===== src/rtl/truth_table_sweeper_pkg.sv =====
// -----------------------------------------------------------------------------
// tt_sweep_pkg
//   Shared types and constants for the truth-table sweeper.
//   - TT_WIDTH  : number of rows in a 3-input truth table (8)
//   - IDX_WIDTH : width of the row index / driven vector (3)
//   - tt_state_t: sweeper FSM state encoding (also exported for debug)
//   - sampled_mask(): bit mask of the rows already sampled up to an index,
//                     in Wolfram order (row i lives in bit 7-i)
// -----------------------------------------------------------------------------
package tt_sweep_pkg;

  localparam int TT_WIDTH  = 8;
  localparam int IDX_WIDTH = 3;

  localparam logic [IDX_WIDTH-1:0] LAST_IDX = IDX_WIDTH'(TT_WIDTH - 1);

  typedef enum logic [2:0] {
    ST_IDLE   = 3'd0,
    ST_DRIVE  = 3'd1,
    ST_SETTLE = 3'd2,
    ST_SAMPLE = 3'd3,
    ST_DONE   = 3'd4
  } tt_state_t;

  // Rows 0..idx occupy bits 7 down to 7-idx, so the mask is all-ones
  // shifted left by the number of rows not yet visited.
  function automatic logic [TT_WIDTH-1:0] sampled_mask(input logic [IDX_WIDTH-1:0] idx);
    logic [TT_WIDTH-1:0] ones;
    ones = '1;
    return ones << (LAST_IDX - idx);
  endfunction

endpackage


===== src/rtl/truth_table_sweeper_if.sv =====
// -----------------------------------------------------------------------------
// truth_table_sweeper_if
//   Bundles the control/result signals of the truth-table sweeper.
//
//   Handshake: start is a one-cycle request pulse that is honoured only
//   while the sweeper is idle (busy=0, done=0); any other start is dropped.
//   busy is high for the whole sweep, and done is a one-cycle completion
//   pulse during which busy is already low. pass/measured/mismatch are
//   valid from done until the next accepted start.
//
//   Signals:
//     start     requester -> sweeper  begin a sweep (pulse)
//     expected  requester -> sweeper  golden table, Wolfram order
//     dut_out   gate      -> sweeper  gate output, synchronous to clk
//     drv       sweeper   -> gate     {in1,in2,in3} applied to the gate
//     busy      sweeper   -> requester sweep in progress
//     done      sweeper   -> requester sweep finished (pulse)
//     pass      sweeper   -> requester measured == expected
//     measured  sweeper   -> requester sampled table, Wolfram order
//     mismatch  sweeper   -> requester measured ^ expected
//     dbg_state sweeper   -> observer  current FSM state
//
//   Modports: master = requester/gate side, slave = sweeper.
// -----------------------------------------------------------------------------
interface truth_table_sweeper_if;
  import tt_sweep_pkg::*;

  logic                 start;
  logic [TT_WIDTH-1:0]  expected;
  logic                 dut_out;
  logic [IDX_WIDTH-1:0] drv;
  logic                 busy;
  logic                 done;
  logic                 pass;
  logic [TT_WIDTH-1:0]  measured;
  logic [TT_WIDTH-1:0]  mismatch;
  tt_state_t            dbg_state;

  modport master (
    output start, expected, dut_out,
    input  drv, busy, done, pass, measured, mismatch, dbg_state
  );

  modport slave (
    input  start, expected, dut_out,
    output drv, busy, done, pass, measured, mismatch, dbg_state
  );

endinterface


===== src/rtl/tt_settle_timer.sv =====
// -----------------------------------------------------------------------------
// tt_settle_timer
//   Loadable down-counter with a zero flag. Used to hold each driven
//   vector for a fixed number of cycles before the gate output is sampled.
//
//   Ports:
//     clk, rst    clock, asynchronous active-high reset (count -> 0)
//     load        load load_value this cycle (wins over en)
//     load_value  value to load
//     en          decrement by one; saturates at zero
//     zero        count == 0
// -----------------------------------------------------------------------------
module tt_settle_timer #(
  parameter int WIDTH = 8
) (
  input  logic             clk,
  input  logic             rst,
  input  logic             load,
  input  logic [WIDTH-1:0] load_value,
  input  logic             en,
  output logic             zero
);

  logic [WIDTH-1:0] count;

  always_ff @(posedge clk or posedge rst) begin
    if (rst) begin
      count <= '0;
    end else if (load) begin
      count <= load_value;
    end else if (en && (count != '0)) begin
      count <= count - WIDTH'(1);
    end
  end

  assign zero = (count == '0);

endmodule


===== src/rtl/truth_table_sweeper.sv =====
// -----------------------------------------------------------------------------
// truth_table_sweeper
//   Applies all 8 input vectors to a 3-input gate, holds each vector for
//   SETTLE_CYCLES cycles, samples the gate output, and compares the
//   resulting truth table with a golden table captured at start.
//
//   Per row the FSM spends DRIVE (1) + SETTLE (SETTLE_CYCLES) + SAMPLE (1)
//   cycles; one DONE cycle follows the last row.
//
//   Parameters:
//     SETTLE_CYCLES  1..255, cycles a vector is held before sampling
//
//   Ports:
//     clk   clock, rising edge
//     rst   asynchronous active-high reset
//     bus   truth_table_sweeper_if.slave (start/expected/dut_out in,
//           drv/busy/done/pass/measured/mismatch/dbg_state out)
//
//   Build option:
//     TT_ABORT_ON_FAIL_EN  stop at the first sampled row that disagrees
//                          with the golden table; only rows actually
//                          sampled contribute to measured/mismatch.
// -----------------------------------------------------------------------------
module truth_table_sweeper
  import tt_sweep_pkg::*;
#(
  parameter int SETTLE_CYCLES = 4
) (
  input logic                 clk,
  input logic                 rst,
  truth_table_sweeper_if.slave bus
);

  localparam logic [7:0] SETTLE_LOAD = 8'(SETTLE_CYCLES - 1);

  tt_state_t            state;
  tt_state_t            state_next;

  logic [IDX_WIDTH-1:0] idx;
  logic [TT_WIDTH-1:0]  exp_cap;
  logic [TT_WIDTH-1:0]  measured_q;
  logic [TT_WIDTH-1:0]  mismatch_q;
  logic                 pass_q;

  logic [TT_WIDTH-1:0]  measured_next;
  logic [TT_WIDTH-1:0]  mismatch_next;
  logic                 pass_next;
  logic                 abort_hit;
  logic                 last_sample;

  logic                 tmr_load;
  logic                 tmr_en;
  logic                 tmr_zero;

  // ---------------------------------------------------------------------------
  // Settle timer: loaded in DRIVE with SETTLE_CYCLES-1 so SETTLE lasts
  // exactly SETTLE_CYCLES cycles (counts SETTLE_CYCLES-1 down to 0).
  // ---------------------------------------------------------------------------
  tt_settle_timer #(
    .WIDTH (8)
  ) u_settle_timer (
    .clk        (clk),
    .rst        (rst),
    .load       (tmr_load),
    .load_value (SETTLE_LOAD),
    .en         (tmr_en),
    .zero       (tmr_zero)
  );

  // ---------------------------------------------------------------------------
  // Sample-path datapath
  // ---------------------------------------------------------------------------
  always_comb begin
    measured_next = measured_q;
    measured_next[LAST_IDX - idx] = bus.dut_out;
  end

`ifdef TT_ABORT_ON_FAIL_EN
  assign abort_hit = (bus.dut_out != exp_cap[LAST_IDX - idx]);
`else
  assign abort_hit = 1'b0;
`endif

  // The index never wraps: row 7 always ends the sweep.
  assign last_sample = (idx == LAST_IDX) || abort_hit;

  // Rows beyond the current index were never sampled (only possible on an
  // early abort) and must not show up as mismatches.
  assign mismatch_next = (measured_next ^ exp_cap) & sampled_mask(idx);
  assign pass_next     = (mismatch_next == '0);

  // ---------------------------------------------------------------------------
  // FSM state register
  // ---------------------------------------------------------------------------
  always_ff @(posedge clk or posedge rst) begin
    if (rst) begin
      state <= ST_IDLE;
    end else begin
      state <= state_next;
    end
  end

  // ---------------------------------------------------------------------------
  // FSM next-state / control
  // ---------------------------------------------------------------------------
  always_comb begin
    state_next = state;
    tmr_load   = 1'b0;
    tmr_en     = 1'b0;
    case (state)
      ST_IDLE: begin
        if (bus.start) begin
          state_next = ST_DRIVE;
        end
      end
      ST_DRIVE: begin
        tmr_load   = 1'b1;
        state_next = ST_SETTLE;
      end
      ST_SETTLE: begin
        tmr_en = 1'b1;
        if (tmr_zero) begin
          state_next = ST_SAMPLE;
        end
      end
      ST_SAMPLE: begin
        state_next = last_sample ? ST_DONE : ST_DRIVE;
      end
      ST_DONE: begin
        // start is not looked at here; the next IDLE cycle accepts it.
        state_next = ST_IDLE;
      end
      default: begin
        state_next = ST_IDLE;
      end
    endcase
  end

  // ---------------------------------------------------------------------------
  // Datapath registers. idx doubles as the driven vector: it only moves on
  // the transitions into DRIVE, so drv is stable for the whole row.
  // ---------------------------------------------------------------------------
  always_ff @(posedge clk or posedge rst) begin
    if (rst) begin
      idx        <= '0;
      exp_cap    <= '0;
      measured_q <= '0;
      mismatch_q <= '0;
      pass_q     <= 1'b0;
    end else begin
      if ((state == ST_IDLE) && bus.start) begin
        idx        <= '0;
        exp_cap    <= bus.expected;
        measured_q <= '0;
        mismatch_q <= '0;
        pass_q     <= 1'b0;
      end
      if (state == ST_SAMPLE) begin
        measured_q <= measured_next;
        if (last_sample) begin
          // Registered here so the result is visible in the DONE cycle.
          mismatch_q <= mismatch_next;
          pass_q     <= pass_next;
        end else begin
          idx <= idx + IDX_WIDTH'(1);
        end
      end
    end
  end

  // ---------------------------------------------------------------------------
  // Outputs
  // ---------------------------------------------------------------------------
  assign bus.drv       = idx;
  assign bus.busy      = (state == ST_DRIVE) || (state == ST_SETTLE) || (state == ST_SAMPLE);
  assign bus.done      = (state == ST_DONE);
  assign bus.pass      = pass_q;
  assign bus.measured  = measured_q;
  assign bus.mismatch  = mismatch_q;
  assign bus.dbg_state = state;

endmodule


===== src/flat_wrapper.sv =====
// flat-port wrapper written by rule: the top's interface ports become plain ports
module truth_table_sweeper_flat import tt_sweep_pkg::*;
#(
  parameter int SETTLE_CYCLES = 4
)
  (clk, rst, bus_start, bus_expected, bus_dut_out, bus_drv, bus_busy, bus_done, bus_pass, bus_measured, bus_mismatch, bus_dbg_state);
  truth_table_sweeper_if bus_i ();
  input logic clk;
  input logic rst;
  input wire logic [$bits(bus_i.start)-1:0] bus_start;
  input wire logic [$bits(bus_i.expected)-1:0] bus_expected;
  input wire logic [$bits(bus_i.dut_out)-1:0] bus_dut_out;
  output wire logic [$bits(bus_i.drv)-1:0] bus_drv;
  output wire logic [$bits(bus_i.busy)-1:0] bus_busy;
  output wire logic [$bits(bus_i.done)-1:0] bus_done;
  output wire logic [$bits(bus_i.pass)-1:0] bus_pass;
  output wire logic [$bits(bus_i.measured)-1:0] bus_measured;
  output wire logic [$bits(bus_i.mismatch)-1:0] bus_mismatch;
  output wire logic [$bits(bus_i.dbg_state)-1:0] bus_dbg_state;
  assign bus_i.start = bus_start;
  assign bus_i.expected = bus_expected;
  assign bus_i.dut_out = bus_dut_out;
  assign bus_drv = bus_i.drv;
  assign bus_busy = bus_i.busy;
  assign bus_done = bus_i.done;
  assign bus_pass = bus_i.pass;
  assign bus_measured = bus_i.measured;
  assign bus_mismatch = bus_i.mismatch;
  assign bus_dbg_state = bus_i.dbg_state;
  truth_table_sweeper #(.SETTLE_CYCLES(SETTLE_CYCLES)) u_core (.clk(clk), .rst(rst), .bus(bus_i));
endmodule

===== config.mk =====
export PLATFORM = sky130hd
export DESIGN_NAME = truth_table_sweeper_flat
export DESIGN_NICKNAME = d
export VERILOG_FILES = /design/src/rtl/truth_table_sweeper_pkg.sv /design/src/rtl/truth_table_sweeper_if.sv /design/src/rtl/tt_settle_timer.sv /design/src/rtl/truth_table_sweeper.sv /design/src/flat_wrapper.sv
export SDC_FILE = /design/constraint.sdc
export NUM_CORES = 1
export LEC_CHECK = 0
export CAP_MARGIN = 5
export CORE_MARGIN = 2
export CORE_UTILIZATION = 50
export CTS_CLUSTER_SIZE = 16
export DETAILED_ROUTE_END_ITERATION = 8
export HOLD_SLACK_MARGIN = 0.15
export PLACE_DENSITY = 0.8
export SLEW_MARGIN = 10
export SYNTH_ARGS = -nofsm -noshare
export SYNTH_HDL_FRONTEND = slang
export SYNTH_HIERARCHICAL = 1
export SYNTH_SLANG_ARGS = --single-unit

===== constraint.sdc =====
create_clock -name clk -period 2.78 [get_ports clk]
set_clock_uncertainty 0.2 [all_clocks]
set_input_delay 0.278 -clock clk [delete_from_list [all_inputs] [get_ports clk]]
set_output_delay 0.278 -clock clk [all_outputs]
set_load 0.01 [all_outputs]

Yosys cells after proc, flatten, opt, wreduce, memory -nomap -nowiden
Index checks and enable logic that the tools add are counted.

word-level totals
  flip-flop bits (word level) = 39
  input bits = 12
  output and inout port bits = 25
  word-level logic and storage cells = 56

operators by class
  add/subtract/negate cells = 3
  order comparisons = 2
  equality and inequality tests = 7
  shift operators = 1
  mux-type cells = 22
  bitwise logic cells = 2
  reductions and logical operators = 12

operator list
  operator             number
  $mux 8               7
  $mux 3               6
  $logic_not 8->1      2
  $pmux 3 s4           1
  $and 8x8->8          1
  $bwmux 8             1
  $reduce_bool 8->1    1
  $shl 8x3->8 const A  1
  $sub 8x1->8 const B  1
  $xor 8x8->8          1
  $eq 3x2->1 const B   2
  $eq 3x3->1 const B   2
  $mux 1               6
  $lt 3x4->1 const B   1
  $reduce_bool 2->1    2
  $add 3x1->3 const B  1
  $demux 1 s3          1
  $eq 3x1->1 const B   1
  $ge 3x1->1 const B   1
  $logic_and 1x1->1    3
  $logic_not 3->1      1
  $sub 3x3->3 const A  1
  $logic_or 1x1->1     2
  $ne 2x1->1 const B   1
  2 further kinds      2

Longest topological paths before layout
  depth in word-level cells = 11
  mapped depth = 8
  gate-level depth less buffers = 7

Modules after synthesis
The synthesis kept the hierarchy.

by module, submodules not included
  module               times used  cells each  area each (um^2)  seq. area each (um^2)
  truth_table_sweeper  1           170         1715.4            775.7
  tt_settle_timer      1           53          495.5             200.2

Worst setup path before layout
No wires, ideal clock.

  path type = register to register
  start point = register u_core.u_settle_timer.count[0]
  end point = register u_core.u_settle_timer.count[1]
  library setup time = 76 ps
  arrival = 1684 ps
  data required time = 2504 ps
  setup slack = 820 ps
  stages on the path, launching flop included = 7
  path buffers = 0
  period minus slack after synthesis = 1960 ps
  path through = dfrtp_1 inv_1 ha_1 or4b_4 o21ai_2 mux2_1 o21ai_1

between the ends
  cells in the longest elaborated chain, start to end = 3
  elaborated cells on any way between the ends = 6
  classes of those cells = add/sub: 1; mux: 2; reduce/logical: 3

ends and longest elaborated chain
  item                                                     RTL line                                      RTL
  from (decl)                                              tt_settle_timer.sv:24                         logic [WIDTH-1:0] count;
  from (signal assigned)                                   tt_settle_timer.sv:30                         count <= load_value;
  from (signal assigned)                                   tt_settle_timer.sv:32                         count <= count - WIDTH'(1);
  $sub 8x1->8 / $reduce_bool 8->1 (equally long branches)  tt_settle_timer.sv:32, tt_settle_timer.sv:31
  $mux 8 / $logic_and 1x1->1 (equally long branches)       tt_settle_timer.sv:31                         end else if (en && (count != '0)) begin
  $mux 8 / $reduce_bool 2->1 (equally long branches)       -

Several ways; a longest one is shown, not always the timed one. The select of a mux whose other input is x is not followed.
A chain may end at the register's enable or synchronous reset.

Final worst setup path
  start point = register u_core.idx[0] (netlist: u_core/bus.drv[0])
  end point = register u_core.pass_q (netlist: u_core/bus.pass)

between the ends
  cells in the longest elaborated chain, start to end = 11
  elaborated cells on any way between the ends = 14
  classes of those cells = add/sub: 1; order compare: 2; eq/ne: 1; shift: 1; mux: 5; bitwise: 2; reduce/logical: 2

ends and longest elaborated chain
  item                                                                   RTL line                                                  RTL
  from (decl)                                                            truth_table_sweeper.sv:39                                 logic [IDX_WIDTH-1:0] idx;
  from (signal assigned)                                                 truth_table_sweeper.sv:165                                idx <= idx + IDX_WIDTH'(1);
  $sub 3x3->3                                                            truth_table_sweeper_pkg.sv:30, truth_table_sweeper.sv:75
  $lt 3x4->1 (not written as such) / $ge 3x1->1 (equally long branches)  truth_table_sweeper.sv:75                                 measured_next[LAST_IDX - idx] = bus.dut_out;
  $logic_and 1x1->1 (not written as such)                                truth_table_sweeper.sv:75
  $mux 1 (not written as such)                                           truth_table_sweeper.sv:75
  $demux 1 s3                                                            -
  $bwmux 8                                                               truth_table_sweeper.sv:75
  $xor 8x8->8                                                            truth_table_sweeper.sv:89                                 assign mismatch_next = (measured_next ^ exp_cap) & sampled_mask(idx);
  $and 8x8->8                                                            truth_table_sweeper.sv:89
  $logic_not 8->1                                                        truth_table_sweeper.sv:90                                 assign pass_next = (mismatch_next == '0);
  $mux 1 (*)                                                             truth_table_sweeper.sv:160                                if (last_sample) begin
  $mux 1 (*)                                                             truth_table_sweeper.sv:158                                if (state == ST_SAMPLE) begin
  to (signal assigned)                                                   truth_table_sweeper.sv:163                                pass_q <= pass_next;
  to (decl)                                                              truth_table_sweeper.sv:43                                 logic pass_q;

Mark *: on every way between the ends. The rest lies on a longest branch, timed or not.

==> impl_metrics.ini <==
[power_and_ir_drop]
ir_worst_vdd_uv = 478.8
p_leak_nw = 1.161
cellPowerDensity_nw_per_um2 = 945.7

[sta]
tightest_slew_ns = 0.6992
setup_violations = 0
fin_crit_sh_pct = 80.86
rsz0062_at_grt = false
hold_viol_final = 0
finalMaxSlewViolations = 0
timing.slew.headroom_pct = 52.73
fmax_mhz = 444.8
holdWs_ns = 0.2994
fin_crit_ns = 2.248
setup_tns_ns = 0

[worst_setup_path]
cp-end-kind = register
cp_max_fo = 15
cp_cell_sequence = nor3_1, mux2i_1, xor2_1, nand4_1, o31ai_2
crit_type = register to register
cp-start-kind = register
max_stage_delay_ns = 0.59
crit_family = simple AND/OR/NAND/NOR gates
slowest_stage = dfrtp_1
arrival_ns = 2.26
critPathBufInv = 0
cp_data_required_time_ns = 2.79

[floorplanning]
initial_core_util_pct = 51.49
dieArea_um2 = 4970
rows = 24
num_io_pins = 37
fp.dieW_um = 70.50
die_y_um = 70.50
core_area_um2 = 4294

[routing]
wirelength_um = 4640
vias = 1748
drt_iter0_markers = 127
wl_per_cell_um = 14.68
ant_nets = 0
avgViaCountPerCell = 5.532
dr.pass1.iters = 4
drc = 0

[clocking]
clockBufferDepth = 2
htreeDepth = 2
numCtsBuffers = 5
cts.repair.resized = 0
clock_latency_ns = 0.29
cts.clk_slew.worst_paths_ns = 0.07
clkSinkCount = 39
cts_tree = yes
root_buffer = clkbuf_8
post-cts-setup-buffer-count = 0

[synth]
synthArstFlopShare_pct = 100.0
synthesis.instances = 223
synth_warnings = 6
synth_edf_count = 0
ys_types = 50
ys_ff_latch = 39
yosysSeqAreaShare_pct = 44.14
netlist_area_um2 = 2211
synth_flop_cell = dfrtp_1
avgSynthCellArea_um2 = 9.914

[place]
globalplace.congestion = 0.8505
numPortBuffers = 36
dp.final_hpwl_um = 3344

[final_layout]
n_fill_cell = 358
diodes = 0
syn_to_final_growth_pct = 21.73
layout-drive-gt1-share_pct = 10.98
fin_nets = 281

[global_routing]
grt_pass1_wl_um = 7935
overflow = 0
grt_start_max_net_pins = 32
antenna_found_initial = 0
grtUsageTotal_pct = 20.56
grt_pass1_vias = 1639

[hold_path]
hp-class = register to register

[flow_run]
max-cap-violations = 0

[run_status]
status = finished clean
## logic make-up (layout without fill, tap and decap cells)
| kind of cell | count (synthesis) | after routing | share of synthesized area (%) |
|---|---|---|---|
| simple gates | 77 | 77 | 19.64 |
| compound gates | 45 | 45 | 12.68 |
| flops | 39 | 39 | 44.14 |
| buf+inv | 24 | 59 | 5.546 |
| mux | 17 | 17 | 8.772 |
| xor+xnor | 13 | 13 | 5.490 |
| fa+ha+maj | 6 | 6 | 3.395 |
| other cells | 2 | 8 | 0.3397 |
## synthesized netlist by cell type, drive strengths merged (2+ instances only)
cell type	number	area share, %
nor3	4	0.91
clkbuf	3	0.51
nand2b	3	0.85
nand3b	3	1.6
xnor2	6	2.4
o22ai	2	0.57
nand4	2	0.57
a31oi	2	0.57
nor3b	6	2.3
and2	2	0.57
o41ai	2	0.79
xor2	7	3.1
a211oi	2	0.68
nor2	11	1.9
mux2i	8	4.2
ha	6	3.4
inv	11	1.9
nand2	24	4.4
o21ai	22	5.2
nand3	16	3.8
conb	2	0.34
buf	10	3.2
dfrtp	39	44
mux2	9	4.6
o31ai	3	1.2
a21oi	6	1.4
## report_power, final
group          leakage, nW  total, W  switching [W]  internal, W
clock network       0.0422  0.000366       0.000190     0.000176
registers            0.506   0.00100       0.000254     0.000747
logic                0.613   0.00118       0.000611     0.000567
total                 1.16   0.00255        0.00106      0.00149
## layer usage
layer  wire length [um]  global-route usage, %  vias to the layer above
li1                   -                      -                      850
met1               2197                  29.44                      839
met2               2171                  30.19                       50
met3                188                  4.185                        9
met4                 82                  8.974                        0
met5                  0                      0                        -
## state kept, by name (all words and copies together), names as in the netlist
signal and count:
u_core/bus.pass 1, u_core/bus.drv 3, u_core/bus.dbg_state 3, u_core/bus.mismatch 8
u_core/bus.measured 8, u_core/exp_cap 8, u_core/u_settle_timer/count 8
## cells in the final DEF (no fill, tap or decap), drive strengths merged, types with 2 or more instances in the layout
master and instances:
xnor2 6, xor2 7, o22ai 2, o41ai 2, nor3 4, clkdlybuf4s50 36
nor2 11, inv 11, and2 2, mux2i 8, nand2b 3, nor3b 6
nand4 2, a211oi 2, nand2 24, nand3b 3, a21oi 6, conb 8
a31oi 2, dfrtp 39, ha 6, nand3 16, o21ai 22, o31ai 3
clkbuf 7, mux2 9, buf 3
## metrics by stage
stage               instance area (um^2)  std cells  power, W  utilization (%)  worst slack (ns)
global placement                    2600        307  0.002118            60.55            0.6650
detailed placement                  2600        307  0.002172            60.55            0.6017
finish                              2691        316  0.002545            62.67            0.5320
CTS                                 2691        316  0.002553            62.67            0.5745
global route                        2691        316  0.002743            62.67            0.3785
floorplan                           2233        229  0.001841                -            0.8197
## area by class of cell
cell class,count,area [um^2],area share [%]
sequential,39,975.9,36.26
inverter,11,41.29,1.534
timing repair buffer,40,392.9,14.60
clock buffer,7,76.32,2.836
multi-input combinational,166,1135,42.17
clock inverter,1,5.005,0.1860
tap,52,65.06,2.417
## path summary, 6_finish.rpt
kind | start | end | slack (ns) | cells after the start
max | u_core/bus.drv[0] | u_core/bus.pass | 0.53 | 5
min | u_core/bus.mismatch[6] | u_core/bus.mismatch[6] | 0.30 | 2
max reg2reg | u_core/bus.drv[0] | u_core/bus.pass | 0.53 | 5
min reg2reg | u_core/bus.mismatch[6] | u_core/bus.mismatch[6] | 0.30 | 2
max in group asynchronous | rst | u_core/bus.measured[2] | 1.35 | 4
min in group asynchronous | rst | u_core/u_settle_timer/count[0] | 0.61 | 3
## worst reg2reg max path, stage by stage (launching register included)
cell and delay [ns]:
dfrtp_1 0.59, nor3_1 0.51, mux2i_1 0.27, xor2_1 0.26, nand4_1 0.15, o31ai_2 0.19
## timing repair
action,4_1_cts,5_1_grt
setup endpoints to repair,0,0
hold endpoints to repair,8,0
hold buffers,1,0
Power figures use the tool's default switching activity.
